### config.mk
export PLATFORM = sky130hd
export DESIGN_NAME = dig_tx
export DESIGN_NICKNAME = d
export VERILOG_FILES = /design/src/rtl/dig_tx.sv
export SDC_FILE = /design/constraint.sdc
export NUM_CORES = 1
export LEC_CHECK = 0
export ABC_AREA = 1
export CORE_ASPECT_RATIO = 1.2
export CORE_MARGIN = 4
export CORE_UTILIZATION = 40
export DETAILED_ROUTE_END_ITERATION = 12
export GPL_TIMING_DRIVEN = 0
export SYNTH_ARGS = -nofsm -noshare
export SYNTH_HDL_FRONTEND = slang
export SYNTH_SLANG_ARGS = --single-unit
### constraint.sdc
create_clock -name CLK -period 2 [get_ports CLK]
set_clock_uncertainty 0.2 [all_clocks]
set_input_delay 0.4 -clock CLK [delete_from_list [all_inputs] [get_ports CLK]]
set_output_delay 0.4 -clock CLK [all_outputs]
set_load 0.05 [all_outputs]
### src/rtl/dig_tx.sv
// dig_tx: 3-bit serial transmitter. A frame is a start bit (0), DATA_IN[0..2]
// LSB first, an optional even-parity bit and a stop bit (1). Each bit lasts
// CLKS_PER_BIT clock cycles.
// Optional feature macro: DIG_TX_PARITY_EN (adds the even-parity bit).
// Reset is synchronous and active-low.
module dig_tx #(
    parameter int CLKS_PER_BIT = 4
) (
    input  logic       CLK,
    input  logic       RST,
    input  logic [2:0] DATA_IN,
    input  logic       DATA_VLD,
    output logic       TX_OUT,
    output logic       BUSY,
    output logic       DONE
);

    typedef enum logic [2:0] {
        IDLE   = 3'd0,
        START  = 3'd1,
        DATA   = 3'd2,
        PARITY = 3'd3,
        STOP   = 3'd4
    } state_t;

    // The bit counter is a fixed 8 bits wide so every legal CLKS_PER_BIT fits.
    localparam logic [7:0] LAST_CNT    = 8'(CLKS_PER_BIT - 1);
    localparam logic [7:0] PRELAST_CNT = 8'(CLKS_PER_BIT - 2);

    state_t     r_state;
    logic [7:0] r_bitCnt;
    logic [1:0] r_bitIdx;
    logic [2:0] r_shiftReg;
    logic       r_txOut;
    logic       r_busy;
    logic       r_done;

    logic       w_bitLast;
    logic       w_donePre;
    logic       w_dataLast;
    logic       w_nextBit;
`ifdef DIG_TX_PARITY_EN
    logic       w_parity;
`endif

    assign w_bitLast  = (r_bitCnt == LAST_CNT);
    assign w_donePre  = (r_bitCnt == PRELAST_CNT);
    assign w_dataLast = (r_bitIdx == 2'd2);
`ifdef DIG_TX_PARITY_EN
    assign w_parity   = ^r_shiftReg;
`endif

    // Pick the data bit that follows the one currently on the line.
    always_comb begin
        w_nextBit = r_shiftReg[0];
        case (r_bitIdx)
            2'd0:    w_nextBit = r_shiftReg[1];
            2'd1:    w_nextBit = r_shiftReg[2];
            default: w_nextBit = r_shiftReg[0];
        endcase
    end

    // Frame sequencer: state, bit timing and registered line outputs together.
    always_ff @(posedge CLK) begin
        if (!RST) begin
            r_state    <= IDLE;
            r_bitCnt   <= 8'd0;
            r_bitIdx   <= 2'd0;
            r_shiftReg <= 3'b000;
            r_txOut    <= 1'b1;
            r_busy     <= 1'b0;
            r_done     <= 1'b0;
        end else begin
            r_done <= 1'b0;
            case (r_state)
                IDLE: begin
                    r_bitCnt <= 8'd0;
                    r_bitIdx <= 2'd0;
                    if (DATA_VLD) begin
                        r_shiftReg <= DATA_IN;
                        r_state    <= START;
                        r_txOut    <= 1'b0;
                        r_busy     <= 1'b1;
                    end else begin
                        r_txOut <= 1'b1;
                        r_busy  <= 1'b0;
                    end
                end

                START: begin
                    if (w_bitLast) begin
                        r_state  <= DATA;
                        r_bitCnt <= 8'd0;
                        r_bitIdx <= 2'd0;
                        r_txOut  <= r_shiftReg[0];
                    end else begin
                        r_bitCnt <= r_bitCnt + 8'd1;
                    end
                end

                DATA: begin
                    if (w_bitLast) begin
                        r_bitCnt <= 8'd0;
                        if (w_dataLast) begin
                            r_bitIdx <= 2'd0;
`ifdef DIG_TX_PARITY_EN
                            r_state  <= PARITY;
                            r_txOut  <= w_parity;
`else
                            r_state  <= STOP;
                            r_txOut  <= 1'b1;
`endif
                        end else begin
                            r_bitIdx <= r_bitIdx + 2'd1;
                            r_txOut  <= w_nextBit;
                        end
                    end else begin
                        r_bitCnt <= r_bitCnt + 8'd1;
                    end
                end

`ifdef DIG_TX_PARITY_EN
                PARITY: begin
                    if (w_bitLast) begin
                        r_state  <= STOP;
                        r_bitCnt <= 8'd0;
                        r_bitIdx <= 2'd0;
                        r_txOut  <= 1'b1;
                    end else begin
                        r_bitCnt <= r_bitCnt + 8'd1;
                    end
                end
`endif

                STOP: begin
                    if (w_bitLast) begin
                        r_state  <= IDLE;
                        r_bitCnt <= 8'd0;
                        r_bitIdx <= 2'd0;
                        r_txOut  <= 1'b1;
                        r_busy   <= 1'b0;
                    end else begin
                        r_bitCnt <= r_bitCnt + 8'd1;
                        r_done   <= w_donePre;
                    end
                end

                default: begin
                    r_state  <= IDLE;
                    r_bitCnt <= 8'd0;
                    r_bitIdx <= 2'd0;
                    r_txOut  <= 1'b1;
                    r_busy   <= 1'b0;
                end
            endcase
        end
    end

    assign TX_OUT = r_txOut;
    assign BUSY   = r_busy;
    assign DONE   = r_done;

endmodule

# After elaboration in Yosys (flattened, before gate mapping)
# Index checks and enable logic that the tools add are counted.
# word_totals
regBits	19
input_bits	6
output_inout_bits	3
elab_cells	58
# classes
addsub	2
n_eq_ne	13
n_mux	20
bitwise	4
n_reduce_logical	12
# ops
op	n
$eq 8x2->1 const B	2
$mux 3	5
$pmux 3 s4	1
$ne 2x2->1 const B	5
$reduce_or 3->1	3
$add 8x1->8 const B	1
$mux 1	7
$mux 2	3
$reduce_and 2->1	3
$reduce_and 5->1	1
$not 1->1	4
$pmux 1 s4	1
$pmux 2 s2	1
$reduce_or 2->1	2
$eq 3x1->1 const B	1
$eq 3x2->1 const B	1
$eq 3x3->1 const B	1
$logic_not 3->1	1
$pmux 1 s3	1
$reduce_and 3->1	1
$add 2x1->2 const B	1
$eq 2x1->1 const B	1
$eq 2x2->1 const B	1
$logic_not 2->1	1
2 further kinds	2

# Depth between registers and ports, before layout
# depth
word_depth	5
mapped_depth	9
depth_no_buf	9

# Least setup slack after synthesis
# No wires, ideal clock.
# synth_path
path_kind	reg-to-reg
startpoint	reg r_bitCnt[0]
endpoint	reg r_bitIdx[0]
setup_time_ns	0.117
arrival_ns	1.132
t_required_ns	1.683
path_slack_ns	0.551
path_stages_with_launch	9
n_path_buf	0
synth_period_minus_slack_ns	1.449
path_cell_list	dfxtp_1 > ha_1 > inv_1 > nor3_1 > nand2_2 > nand3_4 > inv_2 > nand2_1 > o21ai_1
# synth_via
elab_chain_cells	3
elab_cells_between_ends	4
cone_classes	eq/ne (3); reduce/logical (1)
# synth_lines
element	line_no	source
start: declaration	31	logic [7:0] r_bitCnt;
start signal: assignment	97	r_bitCnt <= r_bitCnt + 8'd1;
start signal: assignment	118	r_bitCnt <= r_bitCnt + 8'd1;
start signal: assignment	143	r_bitCnt <= r_bitCnt + 8'd1;
$eq 8x2->1 (*)	46	assign w_bitLast = (r_bitCnt == LAST_CNT);
$ne 2x1->1 (no line) / $ne 2x2->1 (equally long branches)	-	
$reduce_and 2->1 (no line) (*)	-	
end signal: assignment	114	r_bitIdx <= r_bitIdx + 2'd1;
end: declaration	32	logic [1:0] r_bitIdx;
# Mark *: on every way between the ends. The rest lies on a longest branch, timed or not.
# A chain may end at the register's enable or synchronous reset.

# Worst setup path in the final report
# layout_path
startpoint	reg r_busy (netlist: BUSY)
endpoint	out BUSY
# layout_rtl
element	line_no	source
start: declaration	35	logic r_busy;
start signal: assignment	71	r_busy <= 1'b0;
start signal: assignment	83	r_busy <= 1'b1;
start signal: assignment	86	r_busy <= 1'b0;
end: declaration	14	output logic BUSY,
# No word-level cell between the ends.

==> results.cfg <==
[die]
fp-row-count = 18
die_h_um = 60.6
coreArea_um2 = 2120
fp.dieW_um = 51.8
ios = 9
start_util = 0.435
die_area_um2 = 3140

[critical_path]
crit_fanout = 2
crit_buf_inv = 1
startpoint_type = flip-flop
cp-end-kind = primary output
arrival_ns = 1.15
r2r-start = r_bitCnt[0]
crit_chain = dlygate4sd2_1
critPathSlowestCell = dlygate4sd2_1
max_stage_delay_ns = 0.53
r2r_cells = 8
required_ns = 1.40
r2r_slack_ns = 0.42
cp_top_family = buffers and inverters
r2r-end = TX_OUT
crit_type = reg -> out

[hold_path]
holdPathStages = 3
holdCritPathClass = in -> reg
worstHoldStart = RST
holdPathEnd = r_state[1]

[timing]
rsz0062_at_grt = no
worst_hold_slack_ns = 0.189
fmax_ghz = 0.573
final.min_clock_period_ns = 1.75
setup_violations = 0
finalHoldViolCount = 0
slew_headroom = 0.675
worstMarginPinSlew_ns = 0.489
fin_crit_sh = 0.873
slew_viol_final = 0
tns_ns = 0

[cts]
insertion_delay_ns = 0.28
htreeDepth = 1
cts_root_buf = clkbuf_4
cts_max_path_buffers = 2
clkTransAtPathRegs_ns = 0.10
post_cts_buffers = 0
tritoncts.num_buffers = 3
tritoncts = built
cts_sinks = 19

[placed_design]
place_inst = 165
dpl.hpwl_um = 1240
portBuffers = 7
placed_area_um2 = 1030
routabilityCongestion = 0.774

[grt]
grt_pass1_wl_um = 2650
grt_start_max_net_pins = 11
grt_use_total = 0.112
antenna_found_initial = 0
grt-ovfl-total = 0
grt_pass1_vias = 680

[detailed_routing]
drtPass1Iterations = 4
antenna_left = 0
wirelength_um = 1590
vias_per_cell = 4.57
drc = 0
drt_iter0_drc = 5
wl_per_cell_um = 9.41
vias = 773

[final_layout]
nets = 148
final_layout_size_suffix_gt1_frac = 0.0935
fill_cells = 246
layout_commonest_cell = nand2_1
finalNonFillerCells = 169
diodes = 0
layout_common_cells = 22 x nand2_1, 20 x inv_1, 20 x nor2_1
area_delta_synth_final_pct = 14.1
utilization = 0.496
fin_area_um2 = 1050

[synth]
syn_inst = 128
synth.net_count = 136
ys_warn_count = 0
synthArstFlopShare = 0
yosys_most_used_dff = dfxtp_1
synth_edf_count = 0
synth.distinct_cells = 21
ys_ff_latch = 19
yosysSeqAreaShare = 0.413
synth.cell_area_um2 = 921
syn_area_per_cell_um2 = 7.19

[status]
status = complete, no violations

[power_and_ir_drop]
p_leak_uw = 0.000471
power_density_nw_per_um2 = 1090
vdd_drop_max_mv = 0.496

[run]
cap_violations = 0
## cell families (layout without fill, tap and decap cells)
group | Yosys count | after routing | synth area share
xor gates and xnor gates | 4 | 4 | 0.0380
buffers and inverters | 23 | 34 | 0.105
adders and majority gates | 2 | 2 | 0.0272
and+or+nand+nor | 66 | 66 | 0.341
DFF | 19 | 19 | 0.413
AOI/OAI and AO/OA | 14 | 14 | 0.0761
## worst max-delay path by stage
stage,startpoint,depth (start not counted),endpoint,slack (ns)
after global placement,DATA_VLD,4,r_shiftReg[2],0.26
after detailed placement,DATA_VLD,4,r_shiftReg[2],0.22
after floorplan,r_bitCnt[0],8,r_bitIdx[0],0.55
after CTS,TX_OUT,1,TX_OUT,0.22
after global routing,BUSY,1,BUSY,0.18
final,BUSY,1,BUSY,0.25
## flip-flops by register name, indices dropped and copies added, names as in the netlist
signal      count
r_bitIdx        2
r_state         3
r_bitCnt        8
r_shiftReg      3
BUSY            1
DONE            1
TX_OUT          1
## per-stage QoR
step	setup slack, ns	power, µW
global route	0.181	1250
global placement	0.260	975
detailed placement	0.221	983
CTS	0.223	1170
finish	0.254	1140
floorplan	0.551	871
## Yosys cell counts, types with 2 or more instances
library cell,number,area share
a21oi_1,7,0.038
dfxtp_1,19,0.41
ha_1,2,0.027
inv_1,20,0.082
inv_2,2,0.0082
nand2_1,22,0.090
nand2_2,2,0.014
nand3_1,13,0.071
nor2_1,20,0.082
nor3_1,2,0.011
o21ai_0,5,0.027
o21ai_1,2,0.011
xor2_1,4,0.038
## layer usage
layer  vias to the layer above  wire (µm)  GRT usage  share of wire
met1                       347        722      0.129           0.45
met2                         3        809      0.198           0.51
met3                         2         40     0.0295          0.025
met4                         0         18     0.0449          0.011
li1                        421          -          -              -
met5                         -          0          0              0
## layout make-up
type,count,area (µm²),area share
Buffer,1,13.8,0.0131
Multi-Input combinational cell,86,444,0.423
Sequential cell,19,380,0.362
Clock buffer,4,26.3,0.0250
Tap cell,30,37.5,0.0357
Timing Repair Buffer,7,66.3,0.0631
Inverter,22,82.6,0.0786
## report_power, final
group / internal [µW] / switching (µW)
sequential: 443 / 44.2
combinational: 155 / 314
clock: 77.3 / 107
total: 675 / 466
## worst reg2reg max path, cell delays in order (launching register included)
cell and delay, ns:
dfxtp_1 0.38, ha_1 0.20, inv_1 0.05, nor3_1 0.17, nand2_2 0.15, nand2_4 0.11
nand3_1 0.07, nor2_1 0.12, nor2_1 0.05
## repair_timing
| action | 4_1_cts | 5_1_grt |
|---|---|---|
| setup endpoints to repair | 3 | 0 |
| hold buffers | 0 | 0 |
| resized for setup | 3 | 0 |
No activity file was read; power rests on OpenSTA's default activity.
